===== config.mk =====
export PLATFORM = sky130hd
export DESIGN_NAME = fifo_pop_ctrl
export DESIGN_NICKNAME = d
export VERILOG_FILES = /design/src/rtl/fifo_pop_ctrl_pkg.sv /design/src/rtl/fifo_pop_ctrl_skid.sv /design/src/rtl/fifo_pop_ctrl.sv
export SDC_FILE = /design/constraint.sdc
export NUM_CORES = 1
export LEC_CHECK = 0
export ABC_AREA = 1
export CAP_MARGIN = 10
export CORE_ASPECT_RATIO = 1.75
export CORE_MARGIN = 2
export CORE_UTILIZATION = 45
export DETAILED_ROUTE_END_ITERATION = 12
export PLACE_DENSITY_LB_ADDON = 0.25
export SYNTH_ARGS = -nofsm -noshare
export SYNTH_HDL_FRONTEND = slang
export SYNTH_SLANG_ARGS = --single-unit

===== constraint.sdc =====
create_clock -name clk -period 1.5 [get_ports clk]
set_clock_uncertainty 0.1 [all_clocks]
set_input_delay 0.225 -clock clk [delete_from_list [all_inputs] [get_ports clk]]
set_output_delay 0.225 -clock clk [all_outputs]
set_load 0.05 [all_outputs]

===== src/rtl/fifo_pop_ctrl_pkg.sv =====
// Shared FIFO package: word geometry, read-side controller states
// and skid-buffer sizing.
package fifo_pop_ctrl_pkg;

   localparam int FIFO_WIDTH = 16;
   localparam int FIFO_DEPTH = 16;
   localparam int SKID_DEPTH = 2;

   typedef enum logic [1:0] {
      IDLE  = 2'd0,
      RUN   = 2'd1,
      DRAIN = 2'd2
   } pop_state_e;

   typedef logic [1:0] occ_t;

   // Room for one more read once the words already owed are counted
   function automatic logic has_credit(
      input occ_t occ,
      input logic inflight,
      input logic xfer
   );
      logic [2:0] owed;
      logic [2:0] room;
      owed = {1'b0, occ} + {2'b00, inflight};
      room = 3'(SKID_DEPTH) + {2'b00, xfer};
      return owed < room;
   endfunction

endpackage


===== src/rtl/fifo_pop_ctrl_skid.sv =====
// Two-entry ordered skid buffer; push and pop may coincide and the
// head register drives the output word directly.
module skid_buf2
   import fifo_pop_ctrl_pkg::*;
(
   input  logic                  clk,
   input  logic                  rst,
   input  logic                  push,
   input  logic                  pop,
   input  logic [FIFO_WIDTH-1:0] din,
   output logic [FIFO_WIDTH-1:0] head,
   output occ_t                  occ
);

   logic [FIFO_WIDTH-1:0] tail;
   logic                  do_pop;
   logic                  do_push;

   assign do_pop  = pop && (occ != 2'd0);
   assign do_push = push && ((occ != 2'(SKID_DEPTH)) || do_pop);

   always_ff @(posedge clk) begin
      if (rst) begin
         head <= '0;
         tail <= '0;
         occ  <= 2'd0;
      end else begin
         unique case (1'b1)
            (do_push && do_pop): begin
               if (occ == 2'd1) begin
                  head <= din;
               end else begin
                  head <= tail;
                  tail <= din;
               end
            end
            (do_push && !do_pop): begin
               if (occ == 2'd0) head <= din;
               else             tail <= din;
               occ <= occ + 2'd1;
            end
            (do_pop && !do_push): begin
               head <= tail;
               occ  <= occ - 2'd1;
            end
            default: ;
         endcase
      end
   end

endmodule


===== src/rtl/fifo_pop_ctrl.sv =====
// FIFO read-side controller: issues reads against credit, absorbs the
// one-cycle read latency and re-presents words on a valid/ready stream.
module fifo_pop_ctrl
   import fifo_pop_ctrl_pkg::*;
#(
   parameter int CNT_WIDTH = 16
) (
   input  logic                  clk,
   input  logic                  rst,
   input  logic                  enable,
   input  logic [FIFO_WIDTH-1:0] fifo_data_out,
   input  logic                  fifo_empty,
   input  logic                  fifo_underflow,
   output logic                  fifo_rd_en,
   output logic [FIFO_WIDTH-1:0] m_data,
   output logic                  m_valid,
   input  logic                  m_ready,
   output logic                  busy,
   output logic [CNT_WIDTH-1:0]  pop_count,
   output logic                  underflow_err
);

   pop_state_e state;
   logic       inflight;
   occ_t       occ;
   logic       xfer;

   assign m_valid = (occ != 2'd0);
   assign xfer    = m_valid && m_ready;
   assign busy    = (state != IDLE);

   // Reads stop during reset so nothing is in flight when it releases
   assign fifo_rd_en = !rst
                    && (state == RUN)
                    && !fifo_empty
                    && has_credit(occ, inflight, xfer);

   skid_buf2 u_skid (
      .clk  (clk),
      .rst  (rst),
      .push (inflight),
      .pop  (xfer),
      .din  (fifo_data_out),
      .head (m_data),
      .occ  (occ)
   );

   always_ff @(posedge clk) begin
      if (rst) begin
         state <= IDLE;
      end else begin
         unique case (state)
            IDLE: begin
               if (enable) state <= RUN;
            end
            RUN: begin
               if (!enable) state <= DRAIN;
            end
            DRAIN: begin
               if (enable)
                  state <= RUN;
               else if (!inflight && (occ == 2'd0))
                  state <= IDLE;
            end
            default: state <= IDLE;
         endcase
      end
   end

   always_ff @(posedge clk) begin
      if (rst) begin
         inflight      <= 1'b0;
         pop_count     <= '0;
         underflow_err <= 1'b0;
      end else begin
         inflight <= fifo_rd_en;
         if (xfer) pop_count <= pop_count + 1'b1;
         if (fifo_underflow || (fifo_rd_en && fifo_empty))
            underflow_err <= 1'b1;
      end
   end

   a_no_empty_read: assert property (
      @(posedge clk) disable iff (rst) !(fifo_rd_en && fifo_empty)
   );

endmodule


Word level (Yosys, flattened, before mapping)
Index checks and enable logic that the tools add are counted.
Widths: inputs -> output; s select.
Word-level totals
  bits in registers: 54
  input port bits: 22
  output and inout port bits: 36
  word-level logic and storage cells: 63
Cells by class
  add/sub/neg operators: 5
  magnitude comparators: 1
  equality and inequality tests: 10
  muxes and demuxes: 12
  reductions and logical operators: 28
Operator list (count)
  $mux 16: 4
  $pmux 16 s3: 1
  $pmux 16 s2: 1
  $add 16x1->16 const B: 1
  $ne 2x2->1 const B: 6
  $logic_and 1x1->1: 11
  $mux 2: 4
  $reduce_bool 2->1: 4
  $pmux 2 s3: 1
  $reduce_and 3->1: 2
  $logic_not 1->1: 5
  $eq 2x1->1 const B: 2
  $logic_not 2->1: 2
  $pmux 2 s2: 1
  $add 2x1->3: 1
  $add 2x1->3 const A: 1
  $lt 3x3->1: 1
  $ne 3x3->1 const B: 1
  $reduce_bool 3->1: 1
  $add 2x1->2 const B: 1
  $eq 2x2->1 const B: 1
  $logic_or 1x1->1: 2
  $reduce_and 2->1: 1
  $sub 2x1->2 const B: 1

Logic depth before layout (Yosys ltp)
Gate-level depths: netlist of the first run.
  depth after elaboration: 9
  mapped depth: 12
  gate-level depth less buffers: 11

Cells and area by module
From an unflattened synthesis of the first run, not the netlist that was laid out.
Unflattened totals
  cell total of the unflattened synthesis: 468
  area total of the unflattened synthesis: 3055.4 um2
Modules (own cells, without submodules)
  skid_buf2: instances 1, cells each 319, area each 1993.2 um2
  fifo_pop_ctrl: instances 1, cells each 149, area each 1062.3 um2

Least setup slack after synthesis of the first run
Ideal clock, no wire load.
  path kind: reg2reg
  start: reg u_skid.occ[0]
  end: reg u_skid.head[10]
  library setup time: 118 ps
  arrival time: 1834 ps
  required time: 1282 ps
  path slack: -552 ps
  stages on the path, launching flop included: 12
  path buffers: 1
  clock period less this slack: 2052 ps
  cell sequence: dfxtp_1 inv_1 ha_1 inv_1 nand2_1 a21oi_1 nand2_1 nand2_2 inv_2 buf_4 nor2_1 nor2_1
Between the ends
  cells in the longest elaborated chain, start to end: 9
RTL lines
  from (decl): line fifo_pop_ctrl_skid.sv:12  | output occ_t occ
  from (signal assigned): line fifo_pop_ctrl_skid.sv:40  | occ <= occ + 2'd1;
  from (signal assigned): line fifo_pop_ctrl_skid.sv:44  | occ <= occ - 2'd1;
  $reduce_bool 2->1 (*): line fifo_pop_ctrl.sv:28  | assign m_valid = (occ != 2'd0);
  net m_valid: line fifo_pop_ctrl.sv:16  | output logic m_valid,
  $logic_and 1x1->1: line fifo_pop_ctrl.sv:29  | assign xfer = m_valid && m_ready;
  $logic_and 1x1->1 (*): line fifo_pop_ctrl_skid.sv:19  | assign do_pop = pop && (occ != 2'd0);
  $logic_or 1x1->1: line fifo_pop_ctrl_skid.sv:20  | assign do_push = push && ((occ != 2'(SKID_DEPTH)) || do_pop);
  $logic_and 1x1->1: line fifo_pop_ctrl_skid.sv:20
  $logic_not 1->1: line fifo_pop_ctrl_skid.sv:42  | (do_pop && !do_push): begin
  $logic_and 1x1->1: line fifo_pop_ctrl_skid.sv:42
  $reduce_bool 3->1 (no source line)
  $reduce_and 2->1 (no source line)
  to (signal assigned): line fifo_pop_ctrl_skid.sv:33  | head <= tail;
  to (signal assigned): line fifo_pop_ctrl_skid.sv:38  | if (occ == 2'd0) head <= din;
  to (signal assigned): line fifo_pop_ctrl_skid.sv:43  | head <= tail;
  to (decl): line fifo_pop_ctrl_skid.sv:11  | output logic [FIFO_WIDTH-1:0] head,
Mark *: on every way through the listed nets, which the timed path passes. The rest lies on a longest branch.
A chain may end at the register's enable or synchronous reset.

Worst setup path in the final report of the first run
  start: reg u_skid.occ[0]
  end: out fifo_rd_en
Between the ends
  cells in the longest elaborated chain, start to end: 5
RTL lines
  $reduce_bool 2->1: line fifo_pop_ctrl.sv:28
  $logic_and 1x1->1: line fifo_pop_ctrl.sv:29
  $add 2x1->3: line fifo_pop_ctrl_pkg.sv:26  | room = 3'(SKID_DEPTH) + {2'b00, xfer};
  $lt 3x3->1 (*): line fifo_pop_ctrl_pkg.sv:27  | return owed < room;
  $logic_and 1x1->1 (*): line fifo_pop_ctrl.sv:36  | && has_credit(occ, inflight, xfer);
  to (decl): line fifo_pop_ctrl.sv:14  | output logic fifo_rd_en,
Mark *: on every way between the ends. The rest lies on a longest branch, timed or not.

==> results of run 1 <==
==> kinds of logic (layout without fill, tap and decap cells) <==
kind of cell / count (synthesis) / after routing / synth area share, %
buffers and inverters: 69 / 165 / 10.1
adder cells (fa/ha/maj): 7 / 7 / 3.25
XOR/XNOR: 2 / 2 / 0.650
AND/OR/NAND/NOR: 191 / 192 / 29.4
AO/OA/AOI/OAI: 88 / 88 / 16.5
flip-flops: 54 / 54 / 40.1
==> power by group <==
group / internal [mW] / switching [mW]
registers: 1.64 / 0.222
logic: 1.41 / 1.71
clock network: 0.501 / 0.525
total: 3.55 / 2.46
==> what timing repair did <==
item | CTS | global route
resized for setup | 53 | 29
gates cloned | 5 | 0
pin swaps | 14 | 19
buffers inserted | 8 | 7
setup endpoints to repair | 47 | 51
==> metal layers <==
| metal | track usage, % | up-vias |
|---|---|---|
| met5 | 0 | - |
| met4 | 17.5 | 0 |
| met3 | 4.02 | 34 |
| met2 | 53.6 | 133 |
| met1 | 27.3 | 1507 |
| li1 | - | 1507 |
==> worst min-delay path, stage by stage (launching register included) <==
cell	delay (ps)
dfxtp_1	320
inv_1	60
a21oi_1	50
==> worst max-delay path by stage <==
stage,end,slack (ps),depth (start not counted)
final,fifo_rd_en,-500,8
after global routing,fifo_rd_en,-560,8
after CTS,fifo_rd_en,-450,8
after detailed placement,u_skid.tail[4],-340,7
after global placement,fifo_rd_en,-290,6
after floorplan,u_skid.head[10],-290,12
==> layout make-up <==
type | instances | area [sq um] | share of cell area (%)
clock buffer | 5 | 68.8 | 1.50
clock inverter | 3 | 43.8 | 0.953
inverter | 53 | 223 | 4.85
multi-input combinational | 289 | 1640 | 35.6
sequential | 54 | 1100 | 24.0
tap | 78 | 97.6 | 2.12
timing repair buffer | 104 | 1420 | 31.0
==> registers in the layout, summed over array words and instances, names as in the netlist <==
signal,cells
state,2
pop_count,16
inflight,1
u_skid.head,16
u_skid.tail,16
u_skid.occ,2
underflow_err,1
==> cells in the mapped netlist (all sizes together) <==
| master | number |
|---|---|
| a21oi | 29 |
| a31oi | 1 |
| and3 | 1 |
| buf | 5 |
| clkbuf | 11 |
| clkinv | 1 |
| dfxtp | 54 |
| ha | 7 |
| inv | 52 |
| nand2 | 98 |
| nand3 | 24 |
| nand4 | 4 |
| nor2 | 58 |
| nor3 | 3 |
| nor3b | 2 |
| nor4 | 1 |
| o21a | 1 |
| o21ai | 57 |
| xor2 | 2 |
==> metrics by stage <==
stage	total power [mW]	setup WS, ps	hold slack, ps	utilization, %	setup TNS [ps]
6_report	6.01	-504	367	78.7	-16070
2_1_floorplan	3.23	-294	203	-	-6540
4_1_cts	5.77	-453	368	76.4	-10990
3_5_place_dp	4.41	-341	355	68.8	-12850
5_1_grt	6.24	-560	392	78.7	-18890
3_3_place_gp	4.36	-290	346	68.8	-11120
==> flow_summary_export.csv, run 1 <==
group,metric,value,unit
logic_synthesis,synth_top_area_share,40.1,%
min_path,whs_endpoint,"u_skid.tail[6]",
worst_setup_path,end_kind,"output pin",
layout,layout_commonest_cell,"nand2_1",
route,dr_wl_met2,5.21,mm
min_path,worstHoldStart,"u_skid.tail[6]",
worst_setup_path,path_cells,"inv_4 -> ha_4 -> inv_4 -> nand2_4 -> o21ai_2 -> nand4_1 -> inv_4 -> buf_12",
global_routing,grt_pass1_vias,3134,
worst_setup_path,start_kind,"flop",
clocking,clock-sinks,54,
placement,dp_hpwl,5.28,mm
worst_setup_path,critPathMaxFanout,3,
clocking,ctsRootBufferMaster,"clkbuf_8",
sta,rsz0062_at_grt,"true",
sta,finalCriticalPeriod,2000,ps
layout,drive_gt1_share,31.3,%
sta,relSlewSlack,78.2,%
logic_synthesis,yosysWarningCount,0,
route,first_pass_iters,5,
worst_setup_path,critPathKind,"reg -> out",
layout,antenna_cells_inserted,0,
route,drt_iter0_markers,262,
sta,drv_slew,0,
worst_setup_path,crit-reg2reg-launch,"u_skid.occ[0]",
logic_synthesis,ys_seq_area_share,40.1,%
floorplanning,initial_core_util,46.2,%
run_status,outcome,"complete, but fails checks",
route,routedWlPerCell,15.8,um
floorplanning,num_rows,37,
sta,tightest_slew,327,ps
global_routing,overflow,0,
worst_setup_path,cp_slowest_cell,"dfxtp_4",
logic_synthesis,synth_cells,411,
pwr,ir_drop,833,uV
route,wl,9.23,mm
logic_synthesis,avgSynthCellArea,6.55,sq um
floorplanning,core,5830,sq um
worst_setup_path,slowest_delay,400,ps
run,maxCapViolations,0,
placement,port-buffer-count,57,
logic_synthesis,yosysTopAreaCell,"dfxtp_1",
layout,fill_cells,360,
worst_setup_path,crit_top_cell,"inv_4",
floorplanning,die_area,6650,sq um
logic_synthesis,syn_area,2690,sq um
run_status,failed_checks,"setup timing",
logic_synthesis,syn_nets,440,
placement,place_area,4010,sq um
sta,fin_crit_sh,134,%
clocking,h-tree-depth,2,
placement,dp_cells,559,
sta,finalHoldViolCount,0,
global_routing,antenna_found_initial,0,
clocking,hold_buffers,0,
layout,layout.cells.non_filler,586,
clocking,clkTransAtPathRegs,100,ps
logic_synthesis,synth_cell_type_count,25,
route,drc,0,
global_routing,grt_max_degree,33,
route,drtAntennaViolNets,0,
clocking,clkLatencyLatePin,320,ps
clocking,numCtsBuffers,5,
pwr,p_leak,1.86,nW
worst_setup_path,cpLargestDelayFamily,"flip-flops",
logic_synthesis,synth.top_cells.by_area,"dfxtp_1 (40%), nand2_1 (13%), o21ai_0 (10%)",
worst_setup_path,r2r_cells,11,
layout,fin_area,4590,sq um
sta,timing.fmax,499,MHz
pwr,p_per_area,1310,nW/um^2
worst_setup_path,cp_num_buf_inv,4,
route,met3_length,413,um
route,m1WireLength,3.22,mm
floorplanning,pin_count,58,
layout,final_cell_mix,"nand2_1 (89), nor2_1 (54), dfxtp_1 (44), inv_1 (41), buf_12 (40)",
floorplanning,die_w,62.5,um
sta,setup_violations,51,
worst_setup_path,r2r_setup_slack,-460,ps
route,routed.top_layer,"met4",
floorplanning,die_h,106,um
sta,setup_slack,-504,ps
route,route.vias.total,3181,
layout,final_nets,536,
route,vias_per_cell,5.43,
min_path,hold_class,"reg -> reg",
placement,gp_congestion,0.854,
layout,area_growth,70.5,%
clocking,cts_buffer_depth,2,
global_routing,grt_first_pass_wirelength,14.8,mm
worst_setup_path,required,1170,ps
global_routing,grt_usage,27.9,%
worst_setup_path,startpoint,"u_skid.occ[0]",
min_path,worstHoldPathCells,2,
logic_synthesis,synth_seq_cells,54,
clocking,cts_tree,"done",
worst_setup_path,reg2reg_to,"u_skid.tail[11]",
worst_setup_path,arrival,1680,ps
No activity file was read; power rests on OpenSTA's default activity.
==> inputs of run 2 (changes only) <==
--- a/config.mk
+++ b/config.mk
@@ -12,6 +12,8 @@
 export CORE_UTILIZATION = 45
 export DETAILED_ROUTE_END_ITERATION = 12
 export PLACE_DENSITY_LB_ADDON = 0.25
+export SKIP_LAST_GASP = 1
+export SLEW_MARGIN = 20
 export SYNTH_ARGS = -nofsm -noshare
 export SYNTH_HDL_FRONTEND = slang
 export SYNTH_SLANG_ARGS = --single-unit
==> run 2 against run 1 <==
The run still ends with setup timing left. First-iteration DRC count is 23% lower. Utilization hardly changed. Design area hardly changed. Combinational power is 1% lower. Sequential share of layout area hardly changed. Flip-flop and latch count stayed put. Register-to-register slack worse by 50 ps. Highest routed layer unchanged.
==> flow_summary_export.csv, run 2 (synthesis gave the netlist of run 1 again) <==
group,metric,value,unit
worst_setup_path,start_kind,"flop",
sta,tightest_slew,333,ps
floorplanning,initial_core_util,46.2,%
worst_setup_path,required,1170,ps
worst_setup_path,startpoint,"u_skid.occ[0]",
clocking,hold_buffers,0,
floorplanning,die_h,106,um
run_status,failed_checks,"setup timing",
worst_setup_path,slowest_delay,400,ps
global_routing,met1_usage,28.0,%
global_routing,met3_usage,3.92,%
placement,gp_congestion,0.854,
floorplanning,die_area,6650,sq um
route,vias_per_cell,5.39,
pwr,p_clk_share,17.3,%
route,drc,0,
pwr,p_per_area,1300,nW/um^2
global_routing,grt_pass1_vias,3113,
worst_setup_path,critPathMaxFanout,3,
clocking,cts_tree,"done",
route,drtAntennaViolNets,0,
route,first_pass_iters,5,
layout,final_cell_mix,"nand2_1 (89), nor2_1 (54), dfxtp_1 (44), inv_1 (41), buf_12 (39)",
worst_setup_path,cp_num_buf_inv,4,
global_routing,gr-max-usage-layer,"met2",
sta,setup_slack,-541,ps
sta,hold_slack,364,ps
sta,drv_slew,0,
route,wl,9.27,mm
layout,area_growth,70.5,%
route,drt_iter0_markers,201,
sta,setup_violations,50,
worst_setup_path,crit_top_cell,"inv_4",
global_routing,grtUsageMet2,53.2,%
worst_setup_path,cpLargestDelayFamily,"flip-flops",
floorplanning,core,5830,sq um
min_path,hold_class,"reg -> reg",
global_routing,overflow,0,
worst_setup_path,arrival,1720,ps
sta,fin_crit_sh,136,%
clocking,clock-sinks,54,
global_routing,grt_usage,27.5,%
pwr,pwr-share-seq,31.2,%
layout,layout_commonest_cell,"nand2_1",
clocking,numCtsBuffers,5,
layout,drive_gt1_share,31.5,%
pwr,p_int,3.54,mW
worst_setup_path,critPathKind,"reg -> out",
clocking,ctsRootBufferMaster,"clkbuf_8",
pwr,p_leak,1.86,nW
floorplanning,die_w,62.5,um
clocking,cts_buffer_depth,2,
pwr,ir_drop,824,uV
sta,setup_tns,-17530,ps
global_routing,grt_max_degree,33,
worst_setup_path,path_cells,"inv_4 -> ha_4 -> inv_4 -> nand2_4 -> o21ai_2 -> nand4_1 -> inv_4 -> buf_12",
layout,final_nets,536,
worst_setup_path,end_kind,"output pin",
clocking,clkLatencyLatePin,320,ps
placement,dp_hpwl,5.28,mm
sta,rsz0062_at_grt,"true",
run,maxCapViolations,0,
floorplanning,pin_count,58,
worst_setup_path,cp_slowest_cell,"dfxtp_4",
floorplanning,num_rows,37,
worst_setup_path,crit-reg2reg-launch,"u_skid.occ[0]",
global_routing,antenna_found_initial,0,
route,routedWlPerCell,15.8,um
run_status,outcome,"complete, but fails checks",
pwr,swShare,40.9,%
layout,top_regs,"pop_count (16), u_skid.head (16), u_skid.tail (16)",
route,route.vias.total,3161,
pwr,combinationalPowerShare,51.5,%
min_path,worstHoldStart,"u_skid.tail[6]",
clocking,clkTransAtPathRegs,100,ps
sta,finalHoldViolCount,0,
sta,finalCriticalPeriod,2040,ps
sta,timing.fmax,490,MHz
placement,port-buffer-count,57,
global_routing,grt_first_pass_wirelength,14.7,mm
layout,antenna_cells_inserted,0,
sta,relSlewSlack,77.8,%
clocking,h-tree-depth,2,
layout,fill_cells,356,
pwr,switching_power,2.45,mW
run 2: cell count changes in the layout (fill, tap and decap cells not counted):
cell | before | now
and3_1 | 1 | 0
and3_4 | 0 | 1
buf_12 | 40 | 39
buf_6 | 13 | 14
inv_6 | 2 | 1
inv_8 | 0 | 1
run 2: through the flow:
step                setup WS (ps)  cells  cell area [sq um]  utilization, %  total power, mW
detailed placement           -341    559               4010            68.8             4.41
global placement             -290    559               4010            68.8             4.36
finish                       -541    586               4590            78.7             5.99
global route                 -593    586               4590            78.7             6.23
CTS                          -453    580               4450            76.3             5.76
floorplan                    -294    411               2830               -             3.23
run 2: worst min-delay path, stage by stage (launching register included):
cell and delay (ps):
dfxtp_1 320, inv_1 60, a21oi_1 50
run 2: cell type report:
cell class | count | area (sq um) | area share (%)
Clock inverter | 3 | 43.8 | 0.954
Multi-Input combinational cell | 289 | 1640 | 35.7
Clock buffer | 5 | 68.8 | 1.50
Timing Repair Buffer | 104 | 1410 | 30.8
Sequential cell | 54 | 1100 | 24.0
Tap cell | 78 | 97.6 | 2.13
Inverter | 53 | 225 | 4.90
run 2: metal layers:
metal	share of wire [%]	vias to the layer above
met2	57	118
li1	-	1516
met3	4.2	36
met1	35	1491
met5	0	-
met4	4.3	0
run 2: final timing paths:
kind                     to  slack, ps  cells after the start
max              fifo_rd_en       -540                      8
min          u_skid.tail[6]        360                      2
max reg2reg  u_skid.head[7]       -510                     12
min reg2reg  u_skid.tail[6]        360                      2
run 2: what timing repair did:
item	in CTS	in global routing
buffers inserted	8	9
pin swaps	14	17
endpoints found under the hold margin	0	0
setup endpoints to repair	47	51
gates cloned	5	0
resized for setup	52	33
run 2: power by group through the flow:
stage	logic (mW)	registers, mW	clock network [mW]
after detailed placement	2.54	1.87	0
after floorplan	0.935	2.29	0
after global placement	2.49	1.87	0
final	3.08	1.87	1.03
after CTS	2.89	1.85	1.02
after global routing	3.25	1.88	1.10
==> inputs of run 3 (changes only) <==
--- a/config.mk
+++ b/config.mk
@@ -10,6 +10,7 @@
 export CORE_ASPECT_RATIO = 1.75
 export CORE_MARGIN = 2
 export CORE_UTILIZATION = 45
+export CTS_BUF_LIST = sky130_fd_sc_hd__clkbuf_4 sky130_fd_sc_hd__clkbuf_8
 export DETAILED_ROUTE_END_ITERATION = 12
 export PLACE_DENSITY_LB_ADDON = 0.25
 export SKIP_LAST_GASP = 1
==> results of run 3 <==
Same layout as run 2: the final DEF is identical, and so are final timing and power.
